File: src/rtl/arbitro_vc_d.sv
// Virtual-channel arbiter: pops VC0/VC1 FIFOs with strict VC0 priority and
// forwards each word to D0/D1 by bit 4, two cycles after its pop.
module arbitro_vc_d (
    input  logic       clk,
    input  logic       reset_L,
    input  logic       init,
    input  logic [1:0] umbral_D0_in,
    input  logic [1:0] umbral_D1_in,
    input  logic [3:0] umbral_VC0_in,
    input  logic [3:0] umbral_VC1_in,
    output logic [1:0] umbral_D0_out,
    output logic [1:0] umbral_D1_out,
    output logic [3:0] umbral_VC0_out,
    output logic [3:0] umbral_VC1_out,
    input  logic       vc0_empty,
    input  logic       vc1_empty,
    input  logic [5:0] vc0_data,
    input  logic [5:0] vc1_data,
    input  logic       d0_almost_full,
    input  logic       d1_almost_full,
    input  logic       fifo_error,
    output logic       pop_vc0,
    output logic       pop_vc1,
    output logic       push_d0,
    output logic       push_d1,
    output logic [5:0] data_out,
    output logic       active_out,
    output logic       idle_out,
    output logic       error_out
);
    typedef enum logic [2:0] {RESET, INIT, IDLE, ACTIVE, ERROR} state_t;

    state_t     state_q, state_d;
    logic [1:0] pop_q;            // stage 0 of the in-flight pipeline: {vc1, vc0}
    logic       vld1_q, src1_q;   // stage 1: read data is on the VC bus this cycle
    logic       push_d0_q, push_d1_q;
    logic [5:0] data_q;
    logic       active_q, idle_q, error_q;
    logic [1:0] ud0_q, ud1_q;
    logic [3:0] uvc0_q, uvc1_q;

    logic       can_pop, pop0_d, pop1_d, flush, push_en;
    logic [5:0] word;

    always_comb begin
        state_d = state_q;
        unique case (state_q)
            RESET:   state_d = INIT;
            INIT:    if (!init) state_d = IDLE;
            IDLE:    if (init) state_d = INIT;
                     else if (!vc0_empty || !vc1_empty) state_d = ACTIVE;
            ACTIVE:  if (init) state_d = INIT;
                     else if (vc0_empty && vc1_empty && pop_q == 2'b00 && !vld1_q)
                         state_d = IDLE;
            ERROR:   state_d = ERROR;
            default: state_d = RESET;
        endcase
        if (state_q != RESET && fifo_error) state_d = ERROR;
    end

    // The empty flag lags a pop by a cycle, so a VC is never popped back to back.
    assign can_pop = (state_q == ACTIVE) && (state_d == ACTIVE) &&
                     !d0_almost_full && !d1_almost_full;
    assign pop0_d  = can_pop && !vc0_empty && !pop_q[0];
    assign pop1_d  = can_pop && !vc1_empty && !pop_q[1] && !pop0_d;

    assign flush   = (state_d == ERROR);
    assign push_en = vld1_q && !flush;
    assign word    = src1_q ? vc1_data : vc0_data;

    always_ff @(posedge clk or negedge reset_L) begin
        if (!reset_L) begin
            state_q   <= RESET;
            pop_q     <= 2'b00;
            vld1_q    <= 1'b0;
            src1_q    <= 1'b0;
            push_d0_q <= 1'b0;
            push_d1_q <= 1'b0;
            data_q    <= 6'b0;
            active_q  <= 1'b0;
            idle_q    <= 1'b0;
            error_q   <= 1'b0;
            ud0_q     <= 2'd0;
            ud1_q     <= 2'd0;
            uvc0_q    <= 4'd0;
            uvc1_q    <= 4'd0;
        end else begin
            state_q   <= state_d;
            pop_q     <= {pop1_d, pop0_d};
            vld1_q    <= (|pop_q) && !flush;
            src1_q    <= pop_q[1];
            push_d0_q <= push_en && !word[4];
            push_d1_q <= push_en && word[4];
            if (push_en) data_q <= word;
            active_q  <= (state_d == ACTIVE);
            idle_q    <= (state_d == IDLE);
            error_q   <= (state_d == ERROR);
            if (state_q == INIT) begin
                ud0_q  <= umbral_D0_in;
                ud1_q  <= umbral_D1_in;
                uvc0_q <= umbral_VC0_in;
                uvc1_q <= umbral_VC1_in;
            end
        end
    end

    assign pop_vc0        = pop_q[0];
    assign pop_vc1        = pop_q[1];
    assign push_d0        = push_d0_q;
    assign push_d1        = push_d1_q;
    assign data_out       = data_q;
    assign active_out     = active_q;
    assign idle_out       = idle_q;
    assign error_out      = error_q;
    assign umbral_D0_out  = ud0_q;
    assign umbral_D1_out  = ud1_q;
    assign umbral_VC0_out = uvc0_q;
    assign umbral_VC1_out = uvc1_q;
endmodule

File: config.mk
export PLATFORM = sky130hd
export DESIGN_NAME = arbitro_vc_d
export DESIGN_NICKNAME = d
export VERILOG_FILES = /design/src/rtl/arbitro_vc_d.sv
export SDC_FILE = /design/constraint.sdc
export NUM_CORES = 1
export LEC_CHECK = 0
export CORE_ASPECT_RATIO = 1.75
export CORE_MARGIN = 4
export CORE_UTILIZATION = 29
export DETAILED_ROUTE_END_ITERATION = 8
export DONT_BUFFER_PORTS = 1
export HOLD_SLACK_MARGIN = 0.02
export PLACE_DENSITY = 0.49
export SLEW_MARGIN = 20
export SYNTH_ARGS = -nofsm -noshare
export SYNTH_HDL_FRONTEND = slang
export SYNTH_SLANG_ARGS = --single-unit
File: constraint.sdc
create_clock -name clk -period 2 [get_ports clk]
set_input_delay 0.6 -clock clk [delete_from_list [all_inputs] [get_ports clk]]
set_output_delay 0.6 -clock clk [all_outputs]
set_load 0.01 [all_outputs]
== After elaboration in Yosys (flattened, before gate mapping) ==
Index checks and enable logic that the tools add are counted.

* Bits of input ports: 32
* Word-level logic and storage cells: 60
* Output and inout port bits: 25
* Register bits: 30

* Reduce and logical (&&, ||, !) cells: 31
* Equal/unequal tests: 7
* Muxes and demuxes: 8

{| class="wikitable"
|+ Operators with widths
! operator !! number
|-
| 2-to-1 mux 3 bit || 6
|-
| logical AND 1 bit || 16
|-
| case mux 3 bit (5 select lines) || 1
|-
| == test 3 x 2 -> 1 bit, second input constant || 4
|-
| logical NOT 1 bit || 10
|-
| == test 3 bit, second input constant || 2
|-
| 2-to-1 mux 6 bit || 1
|-
| == test 3 x 1 -> 1 bit, second input constant || 1
|-
| logical NOT 3 bit || 1
|-
| nonzero test 3 bit || 1
|-
| logical NOT 2 bit || 1
|-
| OR reduction 2 bit || 1
|-
| logical OR 1 bit || 1
|}

== Logic depth before layout (Yosys ltp) ==
* Depth after elaboration: 15
* Mapped depth: 4
* Gate-level depth less buffers: 3

== Least setup slack after synthesis ==
Ideal clock, no wire load.

* Path kind: input port to flip-flop
* Start point: in fifo_error
* End point: reg data_q[0] (netlist: data_out[0])
* Stages: 4
* Setup slack: 463 ps
* Library setup time: 125 ps
* Data arrival time: 1412 ps
* Path buffers: 1
* Data required time: 1875 ps
* Path through: o21a_1 > a211o_1 > buf_6 > mux2_4

* Cells in the longest elaborated chain, start to end: 5

{| class="wikitable"
|+ RTL lines
! what !! RTL line !! RTL
|-
| start: declaration || 21 || <nowiki>input logic fifo_error,</nowiki>
|-
| logical AND 1 bit || 58 || <nowiki>if (state_q != RESET && fifo_error) state_d = ERROR;</nowiki>
|-
| 2-to-1 mux 3 bit || 58 ||
|-
| == test 3 bit || 67 || <nowiki>assign flush = (state_d == ERROR);</nowiki>
|-
| logical NOT 1 bit || 68 || <nowiki>assign push_en = vld1_q && !flush;</nowiki>
|-
| logical AND 1 bit || 68 ||
|-
| end signal: assignment || 94 || <nowiki>if (push_en) data_q <= word;</nowiki>
|-
| end: declaration || 37 || <nowiki>logic [5:0] data_q;</nowiki>
|}

No other way between the ends.
A chain may end at the register's enable or synchronous reset.

== Worst setup path in the final report ==
* Start point: reg state_q[2]
* End point: reg uvc1_q[0] (netlist: umbral_VC1_out[0])

* Cells in the longest elaborated chain, start to end: 1

{| class="wikitable"
|+ RTL lines
! what !! RTL line !! RTL
|-
| start: declaration || 33 || <nowiki>state_t state_q, state_d;</nowiki>
|-
| start signal: assignment || 88 || <nowiki>state_q <= state_d;</nowiki>
|-
| == test 3 x 1 -> 1 bit || 98 || <nowiki>if (state_q == INIT) begin</nowiki>
|-
| end signal: assignment || 102 || <nowiki>uvc1_q <= umbral_VC1_in;</nowiki>
|-
| end: declaration || 40 || <nowiki>logic [3:0] uvc0_q, uvc1_q;</nowiki>
|}

No other way between the ends.

==> implementation parameters <==
Parameter                              Value

Status
  Outcome    completed

Placement
  Post-DP HPWL    1770 um
  Number of instances in the placed design    131
  Global placement routability congestion    0.638
  Placement Cell Area    1270 um^2
  Port bufs    0

Yosys
  YS warnings    0
  Primary FF master, synth    dfrtp_1
  Synth unique cells    22
  Synthesis-stage register bit count    30
  Most common library cells after synthesis    30 x dfrtp_1, 12 x mux2_1, 6 x mux2_2, 6 x mux2_4, 6 x nor2_1
  Number of enable-type register cells in the synthesized netlist    0
  Synth area leaders    dfrtp_1 61%, mux2_1 11%, mux2_4 7.3%
  Most frequent cell after synthesis    dfrtp_1
  Top-area cell type share of the netlist area    61.1%
  Cell type with the largest total area after synthesis    dfrtp_1
  Fraction of registers with async set or reset after synthesis    100%
  Synthesized netlist cell count    85
  Syn_area_per_cell    14.5 um^2
  Total nets after synthesis    117
  Cell area after technology mapping    1230 um^2
  Sequential fraction of the synthesis area    61.1%

Pwr
  Sequential share of power    55.1%
  Peak supply drop    0.000514 V
  Internal Pwr Total    1.23 mW
  Clock power share    27.4%
  Sw Share    30.4%
  Power per unit of standard cell area    1280 nW/um^2
  Switching power    0.535 mW
  Leakage Power    0.634 nW
  Part of the total power dissipated in combinational logic    17.4%

Finish
  Non-filler cells, final    140
  Number of nets at the end of the flow    122
  Count of antenna diodes in the layout    0
  Relative area change from synthesis to final layout    12.2%
  Final non-filler cell area    1380 um^2
  Layout cell share with drive strength beyond 1    22.0%

STA
  Final worst path period share    80.5%
  Number of pins exceeding their max-slew limit in the final report    0
  Clock Skew    0.00292 ns
  Highest attainable clock frequency    0.621 GHz
  Slew at the pin closest to its max-slew limit    0.476 ns
  Number of failing setup endpoints in the final timing report    0
  Post-layout minimum cycle time    1.61 ns
  Setup repair after global routing missed its margin    no
  Hold violation count in the final report    0
  Minimum hold slack    0.147 ns
  Total Neg Setup Slack    0 ns
  Tightest slew margin relative to the limit    68.2%

Die
  Row count    31
  Die footprint    5380 um^2
  Core Box Area    4110 um^2
  # IOs    57
  Die boundary height    94.1 um
  Chip width    57.2 um
  Initial cell density of the core    29.9%

GRT
  Wire length of the first global-routing pass    3930 um
  Total grt overflow    0
  Number of global-route vias before repair    776
  Antenna violations before repair    0
  Total global routing track utilization    9.82%
  Maximum number of pins on one net before global-route repair    31

Clock tree
  TritonCTS buffer count    5
  Insertion delay of the later-clocked pin in the worst-skew pair    0.27 ns
  Setup repair bufs after CTS    0
  Sinks on Clock Net    30
  Total of hold buffers inserted after clock tree synthesis    1
  CTS H-Tree Depth    2
  CTS clock-pin slew for the worst setup and hold paths    0.06 ns
  Maximum number of buffers from clock root to sink    2
  Post_cts resized    0
  CTS tree    built
  Root buf cell    clkbuf_8

Route
  Per-cell via count in the routed design    4.96
  Total wirelength of the detailed-routed design    2330 um
  Remaining number of nets flagged by the antenna check after routing    0
  First-pass detailed-route iteration total    4
  Remaining DRCs    0
  Mean routed wirelength per cell    16.7 um
  Routed via count    695
  DRC marker count from the first detailed-route iteration    13

Critical path
  CP max stage cell    and2b_1
  CP bufs+invs    0
  Arrival time reported for the critical path endpoint    1.76 ns
  Maximum net fanout on the critical path    12
  Slowest Stage Delay on Critical Path    0.46 ns
  Crit Path Class    flop to flop
  Cell family with the largest share of critical-path delay    simple AND/OR/NAND/NOR gates
  Data required, critical path    2.15 ns
  Ordered cell list for the critical path    nor2b_1 -> and2b_1 -> mux2_1
  Critical path capture point type    flop
  Element type at the critical path start    flop

Hold path
  Class of the tightest hold or removal check    input pin to async pin

Run
  Maxcap violations    0
-- power groups by stage --
stage	sequential [mW]	clock, mW	combinational, mW
finish	0.972	0.484	0.308
global route	1.01	0.547	0.349
CTS	0.979	0.514	0.318
detailed placement	0.990	0	0.300
global placement	0.986	0	0.291
floorplan	0.950	0	0.272
-- final timing paths --
path | startpoint | end | slack [ns] | cells past startpoint
max | state_q[2] | umbral_VC1_out[0] | 0.39 | 3
min reg2reg | state_q[2] | state_q[0] | 0.55 | 1
min | reset_L | umbral_D1_out[1] | 0.15 | 1
min in group clk | umbral_D1_in[1] | umbral_D1_out[1] | 0.46 | 1
max in group asynchronous | reset_L | data_out[0] | 1.69 | 1
max reg2reg | state_q[2] | umbral_VC1_out[0] | 0.39 | 3
-- kinds of logic after synthesis --
family / share of synthesized area, %
AO/OA/AOI/OAI: 4.38
buffers and inverters: 2.44
flip-flops: 61.1
multiplexers: 23.8
AND/OR/NAND/NOR: 8.25
-- stage by stage --
step                util (%)  total power [mW]  worst slack (ns)
floorplan                  -              1.22             0.463
global placement        30.8              1.28             0.360
detailed placement      30.8              1.29             0.332
CTS                     33.5              1.81             0.376
global route            33.5              1.90             0.227
finish                  33.5              1.76             0.389
-- cell type report --
type | instances | area, um^2
fillers | 438 | 2730
flip-flops and latches | 30 | 751
multi-input cells | 50 | 448
clock buffers | 7 | 86.3
well taps | 49 | 61.3
repair buffers | 1 | 20.0
inverters | 2 | 7.51
clock inverters | 1 | 5.00
-- placed cells by master, fill, tap and decap left out --
cell type / n
mux2_1: 12
and4_1: 1
nor3_1: 5
a21o_1: 2
nor2_1: 6
o311a_1: 1
clkbuf_1: 1
inv_1: 2
clkinv_2: 1
nand3_1: 1
nor2b_1: 3
nor3b_1: 1
clkbuf_8: 6
nor4_1: 1
a211o_1: 1
dfrtp_1: 30
a21boi_1: 1
and2b_1: 1
o21a_1: 1
mux2_2: 6
mux2_4: 6
o21ai_0: 1
buf_12: 1
-- worst register-to-register path, delay by kind of cell (launching register included) --
family	cells	cell delay, ns
flops	1	0.43
simple gates	2	0.68
mux	1	0.38
-- state kept, by name, summed over array words and instances, names as in the netlist --
name,count
data_out,6
umbral_VC0_out,4
umbral_VC1_out,4
state_q,3
pop_q,2
umbral_D0_out,2
umbral_D1_out,2
active_out,1
error_out,1
idle_out,1
push_d0,1
push_d1,1
src1_q,1
vld1_q,1
-- layer usage --
layer / routed length [um] / up-vias / track usage, % / part of all wire, %
li1: - / 307 / - / -
met1: 801 / 336 / 10.9 / 34
met2: 1210 / 46 / 15.5 / 52
met3: 258 / 6 / 3.99 / 11
met4: 59 / 0 / 5.80 / 2.5
met5: 0 / - / 0 / 0
No activity file was read; power rests on OpenSTA's default activity.
